**src/rtl/pipeline_stall_ctrl.sv**
```systemverilog
// pipeline_stall_ctrl
//   Hazard / stall controller for the 5-stage MIPS pipeline.
//   - Detects load-use hazards between the ID instruction and a load in EX
//     (and a load in MEM when there is no MEM->EX forwarding path).
//   - Tracks an in-flight multi-cycle multiply/divide op that owns HI/LO.
//   - Drives PC / IF-ID write enables and the ID/EX bubble, and keeps a
//     saturating count of stalled cycles.
//
// Ports
//   clk, rst        clock, asynchronous active-high reset
//   id_rs, id_rt    source registers of the ID instruction
//   id_uses_rs/rt   ID instruction actually reads rs / rt
//   id_mdu_start    ID instruction is mult/multu/div/divu
//   id_reads_hilo   ID instruction is mfhi/mflo
//   id_flush        ID instruction is being squashed
//   ex_mem_read     EX instruction is a load, destination ex_rd
//   mem_mem_read    MEM instruction is a load, destination mem_rd
//   pc_write        PC update enable
//   ifid_write      IF/ID register write enable
//   idex_bubble     insert a NOP into ID/EX
//   mdu_busy        MDU op in flight
//   stall_cycles    saturating stalled-cycle counter
module pipeline_stall_ctrl #(
  parameter int REG_AW            = 5,
  parameter int LOAD_STALL_CYCLES = 1,
  parameter int MDU_LATENCY       = 4,
  parameter int MDU_CW            = 4,
  parameter int PERF_W            = 32
) (
  input  logic              clk,
  input  logic              rst,
  input  logic [REG_AW-1:0] id_rs,
  input  logic [REG_AW-1:0] id_rt,
  input  logic              id_uses_rs,
  input  logic              id_uses_rt,
  input  logic              id_mdu_start,
  input  logic              id_reads_hilo,
  input  logic              id_flush,
  input  logic              ex_mem_read,
  input  logic [REG_AW-1:0] ex_rd,
  input  logic              mem_mem_read,
  input  logic [REG_AW-1:0] mem_rd,
  output logic              pc_write,
  output logic              ifid_write,
  output logic              idex_bubble,
  output logic              mdu_busy,
  output logic [PERF_W-1:0] stall_cycles
);

  typedef enum logic {
    IDLE = 1'b0,
    BUSY = 1'b1
  } mdu_state_t;

  localparam logic [MDU_CW-1:0] LAT_CNT  = MDU_CW'(MDU_LATENCY);
  localparam logic [MDU_CW-1:0] CNT_LAST = MDU_CW'(1);
  // Without MEM->EX forwarding a load still in MEM is also a hazard.
  localparam bit USE_MEM_HZ = (LOAD_STALL_CYCLES == 2);

  mdu_state_t        state;
  logic [MDU_CW-1:0] cnt;

  logic ld_ex;
  logic ld_mem_raw;
  logic ld_mem;
  logic load_hz;
  logic mdu_hz;
  logic stall;
  logic issue;

  // Register $0 is hardwired to zero, so it can never be a true dependency.
  function automatic logic hit(input logic [REG_AW-1:0] r,
                               input logic [REG_AW-1:0] d);
    return (r == d) && (d != '0);
  endfunction

  // Hazard detection (combinational)
  assign ld_ex      = ex_mem_read  & ((id_uses_rs & hit(id_rs, ex_rd)) |
                                      (id_uses_rt & hit(id_rt, ex_rd)));
  assign ld_mem_raw = mem_mem_read & ((id_uses_rs & hit(id_rs, mem_rd)) |
                                      (id_uses_rt & hit(id_rt, mem_rd)));
  assign ld_mem     = USE_MEM_HZ ? ld_mem_raw : 1'b0;
  assign load_hz    = ld_ex | ld_mem;

  assign mdu_busy = (state == BUSY);
  assign mdu_hz   = mdu_busy & (id_reads_hilo | id_mdu_start);

  // A squashed instruction is discarded anyway, so it never holds the pipe.
  assign stall = (load_hz | mdu_hz) & ~id_flush;
  assign issue = id_mdu_start & ~stall & ~id_flush;

  // While reset is held the pipe must keep flowing whatever the inputs say.
  assign pc_write    = ~stall | rst;
  assign ifid_write  = ~stall | rst;
  assign idex_bubble =  stall & ~rst;

  // MDU occupancy FSM: busy for MDU_LATENCY cycles after an accepted issue
  always_ff @(posedge clk or posedge rst) begin
    if (rst) begin
      state <= IDLE;
      cnt   <= '0;
    end else begin
      case (state)
        IDLE: begin
          if (issue) begin
            state <= BUSY;
            cnt   <= LAT_CNT;
          end
        end
        BUSY: begin
          // A flush does not cancel the op; only the countdown ends it.
          if (cnt == CNT_LAST) begin
            state <= IDLE;
            cnt   <= '0;
          end else begin
            cnt <= cnt - CNT_LAST;
          end
        end
        default: begin
          state <= IDLE;
          cnt   <= '0;
        end
      endcase
    end
  end

  // Stalled-cycle counter, sticks at all-ones instead of wrapping
  always_ff @(posedge clk or posedge rst) begin
    if (rst) begin
      stall_cycles <= '0;
    end else if (stall && (stall_cycles != '1)) begin
      stall_cycles <= stall_cycles + PERF_W'(1);
    end
  end

endmodule

```
**config.mk**
```make
export PLATFORM = sky130hd
export DESIGN_NAME = pipeline_stall_ctrl
export DESIGN_NICKNAME = d
export VERILOG_FILES = /design/src/rtl/pipeline_stall_ctrl.sv
export SDC_FILE = /design/constraint.sdc
export NUM_CORES = 1
export LEC_CHECK = 0
export BUFFER_PORTS_ARGS = -buffer_cell sky130_fd_sc_hd__buf_2
export CORE_ASPECT_RATIO = 1.2
export CORE_MARGIN = 2
export CORE_UTILIZATION = 56
export DETAILED_ROUTE_END_ITERATION = 10
export MAX_ROUTING_LAYER = met4
export PLACE_DENSITY = 0.86
export SLEW_MARGIN = 20
export SYNTH_ARGS = -nofsm -noshare
export SYNTH_HDL_FRONTEND = slang
export SYNTH_SLANG_ARGS = --single-unit
```
**constraint.sdc**
```tcl
create_clock -name clk -period 3.3 [get_ports clk]
set_clock_uncertainty 0.1 [all_clocks]
set_input_delay 0.495 -clock clk [delete_from_list [all_inputs] [get_ports clk]]
set_output_delay 0.495 -clock clk [all_outputs]
set_load 0.05 [all_outputs]
```
# Word level (Yosys, flattened, before mapping)
# Index checks and enable logic that the tools add are counted.
dict set report word_totals {
  input_bits 29
  wordCells 36
  register_bits 37
  out_inout_bits 36
}
dict set report op_classes {
  addsub 2
  mux 6
  n_eq_ne 5
  n_bitwise 16
  n_reduce_logical 4
}
# cell count
set ops {}
lappend ops {{$add 32x1->32 const B} 1}
lappend ops {{$ne 32x32->1 const B} 1}
lappend ops {{$eq 5x5->1} 2}
lappend ops {{$and 1x1->1} 8}
lappend ops {{$mux 4} 2}
lappend ops {{$pmux 4 s2} 1}
lappend ops {{$reduce_bool 5->1} 1}
lappend ops {{$eq 4x1->1 const B} 1}
lappend ops {{$not 1->1} 4}
lappend ops {{$or 1x1->1} 4}
lappend ops {{$sub 4x1->4 const B} 1}
lappend ops {{$logic_and 1x1->1} 3}
lappend ops {{$mux 1} 2}
lappend ops {{$ne 2x2->1 const B} 1}
lappend ops {{$pmux 1 s2} 1}

# Depth between registers and ports, before layout
dict set report logic_depth {
  word_depth 12
  ltp_mapped 7
  mapped_depth_nobuf 6
}

# Worst setup path after synthesis
# No wires, ideal clock.
dict set report synth_path {
  path_kind {input to output}
  startpoint {input port id_rs[0]}
  endpoint {output port idex_bubble}
  n_path_buf 0
  path_slack_ns 0.458
  arrival_ns 2.247
  required_time_ns 2.705
  stages 5
  cell_sequence {xnor2_1 -> nand4_1 -> o22ai_1 -> nand2_1 -> a211oi_1}
}
dict set report synth_via {
  elab_chain_len 8
}
# element line
set synth_rtl {}
lappend synth_rtl {{start, declared} 32} ;# input logic [REG_AW-1:0] id_rs,
lappend synth_rtl {{$eq 5x5->1} 74} ;# return (r == d) && (d != '0);
lappend synth_rtl {{$logic_and 1x1->1} 74}
lappend synth_rtl {{$and 1x1->1} 78} ;# assign ld_ex = ex_mem_read & ((id_uses_rs & hit(id_rs, ex_rd)) |
lappend synth_rtl {{$or 1x1->1} 78}
lappend synth_rtl {{$and 1x1->1} 78}
lappend synth_rtl {{$or 1x1->1} 89} ;# assign stall = (load_hz | mdu_hz) & ~id_flush;
lappend synth_rtl {{$and 1x1->1} 89}
lappend synth_rtl {{$and 1x1->1} 95} ;# assign idex_bubble = stall & ~rst;
lappend synth_rtl {{end, declared} 45} ;# output logic idex_bubble,
# No other way between the ends.

# Final worst setup path
dict set report layout_path {
  startpoint {input port ex_rd[1]}
  endpoint {output port ifid_write}
}
dict set report layout_via {
  elab_chain_len 9
  word_cells_on_any_way 13
  cone_classes {eq/ne: 2; bitwise: 8; reduce/logical: 3}
}
# element line
set layout_rtl {}
lappend layout_rtl {{start, declared} 40} ;# input logic [REG_AW-1:0] ex_rd,
lappend layout_rtl {{$eq 5x5->1 / $reduce_bool 5->1 (equally long branches)} 74}
lappend layout_rtl {{$logic_and 1x1->1} 74}
lappend layout_rtl {{$and 1x1->1, on equally long branches} {78, 79}}
lappend layout_rtl {{$or 1x1->1 *} 78}
lappend layout_rtl {{$and 1x1->1 *} 78}
lappend layout_rtl {{$or 1x1->1 *} 89}
lappend layout_rtl {{$and 1x1->1 *} 89}
lappend layout_rtl {{$not 1->1 *} 94} ;# assign ifid_write = ~stall | rst;
lappend layout_rtl {{$or 1x1->1 *} 94}
lappend layout_rtl {{end, declared} 44} ;# output logic ifid_write,
# Mark *: on every way between the ends. The rest lies on a longest branch, timed or not.

==> results.sh <==
export IMPL_r2r_start="stall_cycles[19]"
export IMPL_wl_per_cell_um=15.5
export IMPL_grt_pass1_vias=1806
export IMPL_regArea_um2=926
export IMPL_critical_path_class="in -> out"
export IMPL_num_rows=24
export IMPL_gp_congestion=0.820
export IMPL_htreeDepth=2
export IMPL_pwr_share_seq_pct=38.8
export IMPL_postCtsSetupRepairBufs=0
export IMPL_cts_made_buffers=5
export IMPL_first_pass_iters=4
export IMPL_synth_edff_count=0
export IMPL_cts_resized_gates=0
export IMPL_async_flop_share_pct=100
export IMPL_cp_data_arrival_time_ns=2.10
export IMPL_synth_top_flop_cell="dfrtp_1"
export IMPL_hold_violations=0
export IMPL_syn_to_final_growth_pct=19.9
export IMPL_reg2reg_depth=5
export IMPL_grt_max_degree=32
export IMPL_initialDrtViolationCount=76
export IMPL_grt_pass1_wl_mm=8.15
export IMPL_die_x_um=61.2
export IMPL_fin_crit_sh_pct=81.6
export IMPL_p_per_area_nw_per_um2=574
export IMPL_fin_crit_ns=2.69
export IMPL_required_ns=2.70
export IMPL_hold_buffers=0
export IMPL_ff2ff_setup_slack_ns=0.92
export IMPL_vias_per_cell=5.96
export IMPL_dr_total_vias=1955
export IMPL_slew_headroom_pct=52.6
export IMPL_worst_slew_pin_transition_ns=0.706
export IMPL_port_buffers=58
export IMPL_initial_core_util_pct=59.5
export IMPL_cts_root_buf="clkbuf_8"
export IMPL_pre_cts_ws_ns=0.619
export IMPL_synth_largest_area_cell="dfrtp_1"
export IMPL_nNetsFinal=307
export IMPL_internal_power_mw=0.933
export IMPL_hpwl_mm=3.66
export IMPL_setup_ws_ns=0.607
export IMPL_net_switching_power_mw=0.579
export IMPL_ys_top_cells_by_area="dfrtp_1 (42%), xnor2_1 (14%), nand4_1 (8.0%), xor2_1 (3.2%), nor4b_1 (2.8%)"
export IMPL_endpoint_kind="output port"
export IMPL_syn_inst=216
export IMPL_r2r_end="stall_cycles[1]"
export IMPL_cp_max_fo=8
export IMPL_status="complete, no violations"
export IMPL_grt_total_usage_pct=25.6
export IMPL_nFillCells=317
export IMPL_cts_tree="done"
export IMPL_synth_avg_cell_area_um2=10.2
export IMPL_num_antenna_cells=0
export IMPL_fp_dieH_um=72.6
export IMPL_switching_share_pct=38.3
export IMPL_yosysUniqueCellTypes=44
export IMPL_synth_commonest_cells="dfrtp_1 (37), xnor2_1 (34), nand4_1 (28)"
export IMPL_yosysWarnings=0
export IMPL_slew_violations=0
export IMPL_max_freq_mhz=371
export IMPL_pwr_share_clk_pct=26.9
export IMPL_drive_gt1_share_pct=28.3
export IMPL_pin_count=65
export IMPL_p_comb_share_pct=34.3
export IMPL_synth_top_area_share_pct=42.1
export IMPL_synth_seq_cells=37
export IMPL_max_cap_viol_count=0
export IMPL_gr_total_overflow=0
export IMPL_yosysMostFrequentCell="dfrtp_1"
export IMPL_startpoint_type="input pin"
export IMPL_cts_buffer_depth=2
export IMPL_ys_seq_area_share_pct=42.1
export IMPL_hold_path_class="in -> async"
export IMPL_route_detailed_drc=0
export IMPL_core_um2=3690
export IMPL_antenna_found_initial=0
export IMPL_ant_nets=0
export IMPL_clk_pin_slew_worst_paths_ns=0.07
export IMPL_tns_ns=0
export IMPL_setup_viol=0
export IMPL_dieArea_um2=4440
export IMPL_synth_net_count=248
export IMPL_multi_input_area_um2=1180
export IMPL_p_leak_nw=1.20
export IMPL_ir_drop_mv=0.424
export IMPL_rsz0062_at_grt="no"
export IMPL_cts_sinks=37
export IMPL_clk_latency_ns=0.29
export IMPL_routed_wl_mm=5.09
export IMPL_synthesis_area_um2=2200
==> placed cells by master, fill, tap and decap left out, types with 4 or more instances in the layout <==
| cell | netlist | layout |
|---|---|---|
| nor4b_1 | 7 | 7 |
| nor2_1 | 4 | 4 |
| nand3_1 | 9 | 9 |
| and4_1 | 5 | 5 |
| buf_2 | 1 | 58 |
| clkbuf_8 | 0 | 6 |
| xnor2_1 | 34 | 34 |
| nand2_1 | 13 | 13 |
| xor2_1 | 8 | 8 |
| and3_1 | 8 | 8 |
| inv_1 | 8 | 8 |
| dfrtp_1 | 37 | 37 |
| nand4_1 | 28 | 28 |
| a2111oi_0 | 4 | 4 |
==> worst max path at each step <==
stage	start	endpoint	slack, ns	depth (start not counted)
floorplan	id_rs[0]	idex_bubble	0.46	5
global placement	ex_rd[1]	ifid_write	0.66	7
detailed placement	ex_rd[1]	ifid_write	0.62	7
CTS	ex_rd[1]	ifid_write	0.58	7
global route	ex_rd[1]	ifid_write	0.48	7
finish	ex_rd[1]	ifid_write	0.61	7
==> layer usage <==
layer | wire length, µm | share of wire (%) | track usage (%) | up-vias
li1 | - | - | - | 925
met1 | 2040 | 40 | 30.3 | 944
met2 | 2620 | 51 | 41.4 | 80
met3 | 354 | 7.0 | 6.03 | 6
met4 | 78 | 1.5 | 10.1 | 0
met5 | 0 | 0 | - | -
==> kinds of logic after synthesis <==
logic type	count (synthesis)	share of synthesized area, %
and+or+nand+nor	94	27.1
muxes	1	0.512
buffers and inverters	17	4.21
DFF	37	42.1
adders and majority gates	3	1.71
xor gates and xnor gates	42	16.7
AOI/OAI and AO/OA	22	7.57
==> critical path, stage by stage <==
cell and delay, ns:
buf_2 0.13, or4_1 0.54, o21ai_2 0.33, inv_1 0.11, nand2_1 0.09, a211o_1 0.14, buf_2 0.26
==> flip-flops by register name, indices dropped and copies added, names as in the netlist <==
register      flops
mdu_busy          1
cnt               4
stall_cycles     32
==> power groups by stage <==
stage | combinational [mW] | clock [mW] | sequential [mW]
CTS | 0.522 | 0.415 | 0.587
floorplan | 0.280 | 0 | 0.709
finish | 0.518 | 0.407 | 0.587
detailed placement | 0.519 | 0 | 0.595
global placement | 0.508 | 0 | 0.593
global route | 0.557 | 0.438 | 0.600
==> stage by stage <==
stage | util (%) | instances | area [µm²] | power [mW] | hold slack (ns)
2_1_floorplan | - | 216 | 2200 | 0.989 | 0.412
3_3_place_gp | 68.2 | 320 | 2520 | 1.10 | 0.379
3_5_place_dp | 68.2 | 320 | 2520 | 1.11 | 0.393
4_1_cts | 71.3 | 328 | 2640 | 1.52 | 0.231
5_1_grt | 71.3 | 328 | 2640 | 1.59 | 0.250
6_report | 71.3 | 328 | 2640 | 1.51 | 0.216
==> cell type report <==
class,count,share of cell area [%]
clock buffers,7,3.28
clock inverters,1,1.14
inverters,8,1.14
multi-input cells,162,45.0
flip-flops and latches,37,35.1
well taps,52,2.47
repair buffers,61,11.9
(Power assumes the default switching activity.)
